==> config.mk <==
export PLATFORM = sky130hd
export DESIGN_NAME = mul_arbiter
export DESIGN_NICKNAME = d
export VERILOG_FILES = /design/src/rtl/mul_arbiter.sv
export SDC_FILE = /design/constraint.sdc
export NUM_CORES = 1
export LEC_CHECK = 0
export ABC_CLOCK_PERIOD_IN_PS = 7100
export BUFFER_PORTS_ARGS = -buffer_cell sky130_fd_sc_hd__buf_2
export CAP_MARGIN = 20
export CELL_PAD_IN_SITES_DETAIL_PLACEMENT = 1
export CELL_PAD_IN_SITES_GLOBAL_PLACEMENT = 2
export CORE_ASPECT_RATIO = 0.9
export CORE_MARGIN = 2
export CORE_UTILIZATION = 45
export CTS_BUF_LIST = sky130_fd_sc_hd__clkbuf_16
export CTS_CLUSTER_SIZE = 25
export DETAILED_ROUTE_END_ITERATION = 12
export PLACE_DENSITY_LB_ADDON = 0.08
export SLEW_MARGIN = 0
export SYNTH_ARGS = -nofsm -noshare
export SYNTH_HDL_FRONTEND = slang
export SYNTH_SLANG_ARGS = --single-unit
==> constraint.sdc <==
create_clock -name clk -period 7.1 [get_ports clk]
set_input_delay 1.065 -clock clk [delete_from_list [all_inputs] [get_ports clk]]
set_output_delay 1.065 -clock clk [all_outputs]
set_load 0.01 [all_outputs]
==> src/rtl/mul_arbiter.sv <==
// Two-requester front end for one shared pipelined multiplier: round-robin issue,
// a tag pipeline matching the multiplier latency, and a credit-limited result FIFO per requester.
module mul_arbiter #(
    parameter int WIDTH   = 32,
    parameter int LATENCY = 4,
    parameter int DEPTH   = 4
) (
    input  logic               clk,
    input  logic               rst_n,

    input  logic               req0_valid,
    output logic               req0_ready,
    input  logic [WIDTH-1:0]   req0_a,
    input  logic [WIDTH-1:0]   req0_b,

    input  logic               req1_valid,
    output logic               req1_ready,
    input  logic [WIDTH-1:0]   req1_a,
    input  logic [WIDTH-1:0]   req1_b,

    output logic               res0_valid,
    input  logic               res0_ready,
    output logic [2*WIDTH-1:0] res0_p,

    output logic               res1_valid,
    input  logic               res1_ready,
    output logic [2*WIDTH-1:0] res1_p,

    output logic [WIDTH-1:0]   mul_a,
    output logic [WIDTH-1:0]   mul_b,
    output logic               mul_valid,
    input  logic [2*WIDTH-1:0] mul_p,

    output logic               busy
);

    localparam int PW = 2 * WIDTH;
    localparam int AW = $clog2(DEPTH);
    localparam int CW = AW + 1;

    logic [1:0]       req_valid;
    logic [1:0]       res_ready;
    logic [1:0]       eligible;
    logic [1:0]       cand;
    logic [1:0]       grant;
    logic [1:0]       push;
    logic [1:0]       pop;
    logic             accept;
    logic             win;
    logic             last_grant;

    logic [WIDTH-1:0] op_a [2];
    logic [WIDTH-1:0] op_b [2];

    logic [LATENCY-1:0] tag_vld;
    logic [LATENCY-1:0] tag_id;
    logic               wb_vld;
    logic               wb_id;

    logic [CW-1:0]    inflight [2];
    logic [CW-1:0]    count    [2];
    logic [AW-1:0]    wr_ptr   [2];
    logic [AW-1:0]    rd_ptr   [2];
    logic [PW-1:0]    mem      [2][DEPTH];

    assign req_valid = {req1_valid, req0_valid};
    assign res_ready = {res1_ready, res0_ready};
    assign op_a[0]   = req0_a;
    assign op_a[1]   = req1_a;
    assign op_b[0]   = req0_b;
    assign op_b[1]   = req1_b;

    // Credits count both in-flight operations and buffered results, so a FIFO can never overflow.
    always_comb begin
        eligible = '0;
        for (int i = 0; i < 2; i++) begin
            eligible[i] = ({1'b0, inflight[i]} + {1'b0, count[i]}) < (CW+1)'(DEPTH);
        end
    end

    always_comb begin
        grant = '0;
        cand  = req_valid & eligible;
        if (rst_n) begin
            if (cand == 2'b11) begin
                grant = last_grant ? 2'b01 : 2'b10;
            end else begin
                grant = cand;
            end
        end
    end

    assign req0_ready = grant[0];
    assign req1_ready = grant[1];
    assign accept     = |grant;
    assign win        = grant[1];

    always_ff @(posedge clk or negedge rst_n) begin
        if (!rst_n) begin
            mul_valid  <= 1'b0;
            mul_a      <= '0;
            mul_b      <= '0;
            last_grant <= 1'b1;
        end else begin
            mul_valid <= accept;
            if (accept) begin
                mul_a      <= win ? op_a[1] : op_a[0];
                mul_b      <= win ? op_b[1] : op_b[0];
                last_grant <= win;
            end
        end
    end

    // Tag pipeline: stage k holds the issue made k+1 edges ago; the last stage meets mul_p.
    always_ff @(posedge clk or negedge rst_n) begin
        if (!rst_n) begin
            tag_vld <= '0;
            tag_id  <= '0;
        end else begin
            tag_vld[0] <= accept;
            tag_id[0]  <= win;
            for (int k = 1; k < LATENCY; k++) begin
                tag_vld[k] <= tag_vld[k-1];
                tag_id[k]  <= tag_id[k-1];
            end
        end
    end

    assign wb_vld = tag_vld[LATENCY-1];
    assign wb_id  = tag_id[LATENCY-1];

    always_comb begin
        push = '0;
        pop  = '0;
        for (int i = 0; i < 2; i++) begin
            push[i] = wb_vld && (wb_id == 1'(i));
            pop[i]  = res_ready[i] && (count[i] != '0);
        end
    end

    always_ff @(posedge clk or negedge rst_n) begin
        if (!rst_n) begin
            for (int i = 0; i < 2; i++) begin
                inflight[i] <= '0;
                count[i]    <= '0;
                wr_ptr[i]   <= '0;
                rd_ptr[i]   <= '0;
            end
        end else begin
            for (int i = 0; i < 2; i++) begin
                case ({grant[i], push[i]})
                    2'b10:   inflight[i] <= inflight[i] + CW'(1);
                    2'b01:   inflight[i] <= inflight[i] - CW'(1);
                    default: inflight[i] <= inflight[i];
                endcase
                case ({push[i], pop[i]})
                    2'b10:   count[i] <= count[i] + CW'(1);
                    2'b01:   count[i] <= count[i] - CW'(1);
                    default: count[i] <= count[i];
                endcase
                if (push[i]) begin
                    wr_ptr[i] <= wr_ptr[i] + AW'(1);
                end
                if (pop[i]) begin
                    rd_ptr[i] <= rd_ptr[i] + AW'(1);
                end
            end
        end
    end

    // Storage is not reset; the count gates everything read out of it.
    always_ff @(posedge clk) begin
        for (int i = 0; i < 2; i++) begin
            if (push[i]) begin
                mem[i][wr_ptr[i]] <= mul_p;
            end
        end
    end

    assign res0_valid = (count[0] != '0);
    assign res1_valid = (count[1] != '0);
    assign res0_p     = res0_valid ? mem[0][rd_ptr[0]] : '0;
    assign res1_p     = res1_valid ? mem[1][rd_ptr[1]] : '0;
    assign busy       = (|tag_vld) | res0_valid | res1_valid;

endmodule

==> Word level (Yosys, flattened, before mapping) <==
Memory sizes are Yosys's and may differ from the RTL's.
Cells that the tools add are included.
{ "classes": {"div_mod_pow": 0, "shift": 0, "eq_ne": 9, "reduce_logical": 15, "magnitude_cmp": 8, "bitwise_logic": 8, "muxes": 28, "multipliers": 0, "add_sub_neg": 14} }
{ "op_table": {"columns": ["cell", "count"], "rows": [
  ["2-to-1 mux 256 bit", 4],
  ["2-to-1 mux 64 bit", 8],
  ["binary-select mux 64 bit (select 2 bit)", 2],
  ["demux 64 bit (select 2 bit)", 2],
  ["OR reduction 256 bit", 1],
  ["2-to-1 mux 32 bit", 2],
  ["one-hot mux 3 bit (2 select lines)", 4],
  ["adder 3 x 1 -> 3 bit (second input constant)", 4],
  ["greater-or-equal comparator 3 bit (second input constant)", 4],
  ["inverter 2 -> 3 bit", 4],
  ["subtractor 3 x 1 -> 3 bit (second input constant)", 4],
  ["equality test 2 bit (second input constant)", 5],
  ["adder 2 x 1 -> 2 bit (second input constant)", 4],
  ["adder 3 x 3 -> 4 bit", 2],
  ["equality test 2 x 1 -> 1 bit (second input constant)", 4],
  ["< comparator 4 x 3 -> 1 bit (second input constant)", 2],
  ["nonzero test 2 bit", 4],
  ["logical AND 1 bit", 6],
  ["< comparator 3 x 1 -> 1 bit (second input constant)", 2],
  ["2-to-1 mux 2 bit", 3],
  ["nonzero test 3 bit", 2],
  ["OR reduction 4 bit", 1],
  ["2-to-1 mux 1 bit", 3],
  ["AND 2 bit", 1],
  ["3 further kinds", 4]
]} }
{ "totals": {"ram_bits": 512, "latch_bits": 0, "inputBits": 198, "mem_bits_ro": 0, "n_memories": 1, "output_inout_bits": 198, "regBits": 94} }
{ "mem_list": {"columns": ["name", "words", "width", "read_ports", "rd_clocked_by_memory_dff", "wr", "line", "rtl"], "rows": [
  ["mem", 2, 256, 2, 0, 1, "64", "logic [PW-1:0] mem [2][DEPTH];"]
]} }

==> Depth between registers and ports, before layout <==
{ "depth": {"ltp_word": 8, "mapped_depth": 12, "ltp_nobuf": 10} }

==> Worst setup path before layout <==
Ideal clock, no wire load.
{ "synth_timing": {"path_type": "input port to flip-flop", "startpoint": "input req0_valid", "endpoint": "register inflight[2] in the netlist's numbering", "t_arrival_ns": 2.927, "setup_slack_ns": 4.047, "n_path_buf": 2, "stages": 11, "path_cell_list": "nor4b_2 > and3_4 > buf_6 > clkbuf_1 > nor2_1 > inv_1 > ha_1 > fa_1 > xnor2_1 > nor2_1 > xor2_1"} }
{ "synth_between": {"elab_chain_cells": 6, "word_cells_on_any_way": 8, "cone_classes": "3 x eq/ne; 3 x mux; 1 x bitwise; 1 x reduce/logical"} }
{ "synth_rtl": {"columns": ["element", "line", "rtl"], "rows": [
  ["start, declared", "11", "input logic req0_valid,"],
  ["AND 2 bit (*)", "83", "cand = req_valid & eligible;"],
  ["equality test 2 bit (*)", "85", "if (cand == 2'b11) begin"],
  ["2-to-1 mux 2 bit (*)", "85", null],
  ["2-to-1 mux 2 bit (*)", "84", "if (rst_n) begin"],
  ["via req1_ready", "17", "output logic req1_ready,"],
  ["equality test 2 x 1 -> 1 bit or equality test 2 bit (tied branches)", "151", "case ({grant[i], push[i]})"],
  ["one-hot mux 3 bit (2 select lines) or nonzero test 2 bit (tied branches)", null, null],
  ["end signal, assigned by index", "152", "2'b10: inflight[i] <= inflight[i] + CW'(1);"],
  ["end signal, assigned by index", "153", "2'b01: inflight[i] <= inflight[i] - CW'(1);"],
  ["end signal, assigned by index", "154", "default: inflight[i] <= inflight[i];"],
  ["end, declared", "60", "logic [CW-1:0] inflight [2];"]
]} }
The timed path passes the listed nets; every way through them passes the cells marked *.
A chain may end at the register's enable or synchronous reset.

==> Worst setup path after layout <==
{ "layout_timing": {"startpoint": "register rd_ptr[2] in the netlist's numbering", "endpoint": "output res0_p[36]"} }
{ "layout_between": {"elab_chain_cells": 5} }
{ "layout_rtl": {"columns": ["element", "line", "rtl"], "rows": [
  ["start, declared", "63", "logic [AW-1:0] rd_ptr [2];"],
  ["start signal, assigned by index", "165", "rd_ptr[i] <= rd_ptr[i] + AW'(1);"],
  ["inverter 2 -> 3 bit (not written as such)", "182", "assign res0_p = res0_valid ? mem[0][rd_ptr[0]] : '0;"],
  ["binary-select mux 64 bit (select 2 bit)", "182", null],
  ["2-to-1 mux 64 bit (not written as such) (2 in series)", "182", null],
  ["2-to-1 mux 64 bit", "182", null],
  ["end, declared", "23", "output logic [2*WIDTH-1:0] res0_p,"]
]} }
Every way passes these cells. The select of a mux whose other input is x is not followed.

==> flow_summary_export.csv <==
group,metric,value,unit
synth,ys_ff_latch,605,
die,design.die.area,55700,um2
sta,whs,0.349,ns
drt,via_count,13300,
job,maxCapViolations,0,
worst_setup_path,reg2reg_to,"mul_b[28]",
die,die_w,249,um
min_path,holdCritStartpoint,"tag_id[0]",
sta,finalSetupViolCount,0,
synth,syn_inst,1305,
clock_tree,cts-root-buf,"clkbuf_16",
drt,dr_wl_met3,4140,um
die,core_area,53100,um2
placed_design,placed_area,26800,um2
power_and_ir_drop,p_leak,10.3,nW
drt,antenna_left,0,
sta,slew_headroom,24.4,%
drt,first_pass_iters,5,
placed_design,gp_congestion,0.767,
placed_design,portBuffers,395,
drt,routedWlPerCell,25.2,um
drt,wirelength,61500,um
min_path,hold-path-cell-count,0,
die,start_util,45.7,%
layout,finalInstanceArea,28800,um2
sta,max_freq,232,MHz
drt,drc,0,
worst_setup_path,required,6.03,ns
synth,postSynthAreaPerCell,18.6,um2
worst_setup_path,worstSetupPathType,"reg -> out",
grt,antenna_found_initial,7,
sta,finalHoldViolations,0,
sta,post-route-min-period,4.32,ns
placed_design,dpl.hpwl,37400,um
worst_setup_path,worstSetupEndpointType,"primary output",
synth,synth.distinct_cells,34,
clock_tree,cts_tree,"done",
synth,synth_top_cells_by_area,"edfxtp_1 (63%), mux4_2 (12%), dfrtp_1 (9.5%)",
worst_setup_path,worstPathArrival,3.25,ns
clock_tree,cts_resized,0,
drt,dr.first_iter.drc_count,758,
worst_setup_path,path_cells,"buf_4 -> mux4_2 -> and2_1 -> buf_2",
sta,skew,0.0190,ns
grt,grt_start_max_net_pins,96,
grt,grt_pass1_vias,14500,
die,num_rows,80,
sta,rsz0062_at_grt,"no",
layout,area_delta_synth_final,19.1,%
worst_setup_path,worstRegToRegCells,7,
worst_setup_path,max_stage_delay,1.09,ns
synth,yosysTopAreaCell,"edfxtp_1",
sta,fin_crit_sh,60.8,%
synth,yosysSeqAreaShare,73.1,%
worst_setup_path,cp_max_fo,44,
power_and_ir_drop,p_per_area,414,nW/um2
clock_tree,clock-sinks,605,
power_and_ir_drop,power,11.9,mW
clock_tree,clk_latency,0.62,ns
outcome,outcome,"finished, final reports clean",
placed_design,dp_cells,2323,
grt,grt-ovfl-total,0,
synth,synth_nets,1523,
die,die_h,224,um
sta,tightest_slew,1.13,ns
clock_tree,cts_buffers,60,
die,io_pins,396,
drt,wl_met2,30900,um
grt,grt_pass1_wl,93300,um
synth,syn_area,24200,um2
layout,drive_gt1_share,37.5,%
layout,finalCoreUtilization,54.4,%
worst_setup_path,rrSetupSlack,3.91,ns
worst_setup_path,critPathBufInv,2,
layout,finish.net_count,1906,
worst_setup_path,cp-start-kind,"flip-flop",
clock_tree,cts_setup_buffers,0,
synth,yosysWarnings,0,
placed_design,place_ws,3.31,ns
clock_tree,cts_buffer_depth,3,
sta,setup_ws,2.78,ns
min_path,hp-class,"reg -> reg",
synth,synth_top_area_share,63.5,%
worst_setup_path,r2r_start,"inflight[2]",
sta,maxSlewViolCount,0,
drt,drt-vias-per-instance,5.47,
min_path,whs_endpoint,"tag_id[1]",
clock_tree,clk_transition_reported_paths,0.07,ns
grt,track_usage,22.3,%
drt,wl_met1,25400,um
clock_tree,holdBufCountCts,0,
layout,instances_no_fill,2437,
clock_tree,htree_levels,2,
sta,fin_setup_tns,0,ns
drt,top_layer,"met5",
worst_setup_path,path_delay_family,"flip-flops",
power_and_ir_drop,ir_drop,0.000302,V
worst_setup_path,slowest_stage,"dfrtp_4",
routing by layer:
layer	global-route usage (%)	vias to the layer above
met5	0	-
met4	4.46	8
met3	6.09	85
met2	38.2	385
met1	28.8	6917
li1	-	5931
logic make-up after synthesis:
logic type | after synthesis | share of synthesized area (%)
flip-flops | 605 | 73.1
AND/OR/NAND/NOR | 226 | 6.54
AO/OA/AOI/OAI | 197 | 4.43
multiplexers | 132 | 12.1
buffers and inverters | 107 | 2.06
adder cells (fa/ha/maj) | 20 | 1.16
XOR/XNOR | 18 | 0.651
worst max-delay path by stage:
stage                     slack [ns]          end  cells after the start       start
after floorplan                 4.05  inflight[2]                     11  req0_valid
after global placement          3.34    res1_p[0]                      4   rd_ptr[0]
after detailed placement        3.31    res1_p[3]                      4   rd_ptr[0]
after CTS                       2.61   res0_p[36]                      4   rd_ptr[2]
after global routing            2.50   res0_p[36]                      4   rd_ptr[2]
final                           2.78   res0_p[36]                      4   rd_ptr[2]
final cells by class:
class / instances / area, um2
antenna: 1 / 2.50
timing repair buffer: 413 / 2120
inverter: 15 / 56.3
tap: 697 / 872
clock inverter: 53 / 514
fill: 5006 / 24200
multi-input combinational: 593 / 6060
clock buffer: 60 / 1500
sequential: 605 / 17700
Yosys cell counts:
cell        n
edfxtp_1  512
and2_1    136
mux4_2    128
dfrtp_1    92
a21oi_1    64
a31oi_1    64
or3b_1     64
clkbuf_1   58
o21ai_0    57
buf_2      23
ha_1       16
inv_1      15
o21ai_1    10
xnor2_1    10
buf_6       9
xor2_1      8
nand2_1     6
nor2_1      5
and3_1      4
fa_1        4
or3_1       3
buf_1       2
mux2_2      2
mux2i_1     2
nand3_2     2
a22o_1      1
and3_4      1
dfstp_2     1
nand3_1     1
nor2b_1     1
nor4b_2     1
nor4b_4     1
o211ai_1    1
or4_1       1
sequential cells by signal, indices dropped and copies added (netlist names):
name and flops:
mem 512, mul_a 32, mul_b 32, count 6, inflight 6, rd_ptr 4, tag_id 4, tag_vld 4
wr_ptr 4, last_grant 1
worst register-to-register path, cell delays in order (launching register included):
cell and delay [ns]:
dfrtp_1 0.40, ha_1 0.34, nor4b_4 0.36, a22o_2 0.21, buf_4 0.58, and2_2 0.32, buf_4 0.60, a31oi_1 0.22
where the power goes:
part           total, mW  internal (mW)  switching, mW
clock network       3.23           1.90           1.34
logic               3.87           1.77           2.09
registers           4.83           4.35          0.482
total               11.9           8.02           3.91
cells in the final DEF (no fill, tap or decap), drive strengths merged:
| master | n |
|---|---|
| a21oi | 64 |
| a22o | 1 |
| a31oi | 64 |
| and2 | 136 |
| and3 | 5 |
| buf | 413 |
| bufinv | 10 |
| clkbuf | 60 |
| clkinv | 24 |
| clkinvlp | 5 |
| dfrtp | 92 |
| dfstp | 1 |
| diode | 1 |
| edfxtp | 512 |
| fa | 4 |
| ha | 16 |
| inv | 29 |
| mux2 | 2 |
| mux2i | 2 |
| mux4 | 128 |
| nand2 | 6 |
| nand3 | 3 |
| nor2 | 5 |
| nor2b | 1 |
| nor4b | 2 |
| o211ai | 1 |
| o21ai | 67 |
| or3 | 3 |
| or3b | 64 |
| or4 | 1 |
| xnor2 | 10 |
| xor2 | 8 |
(Power assumes the default switching activity.)
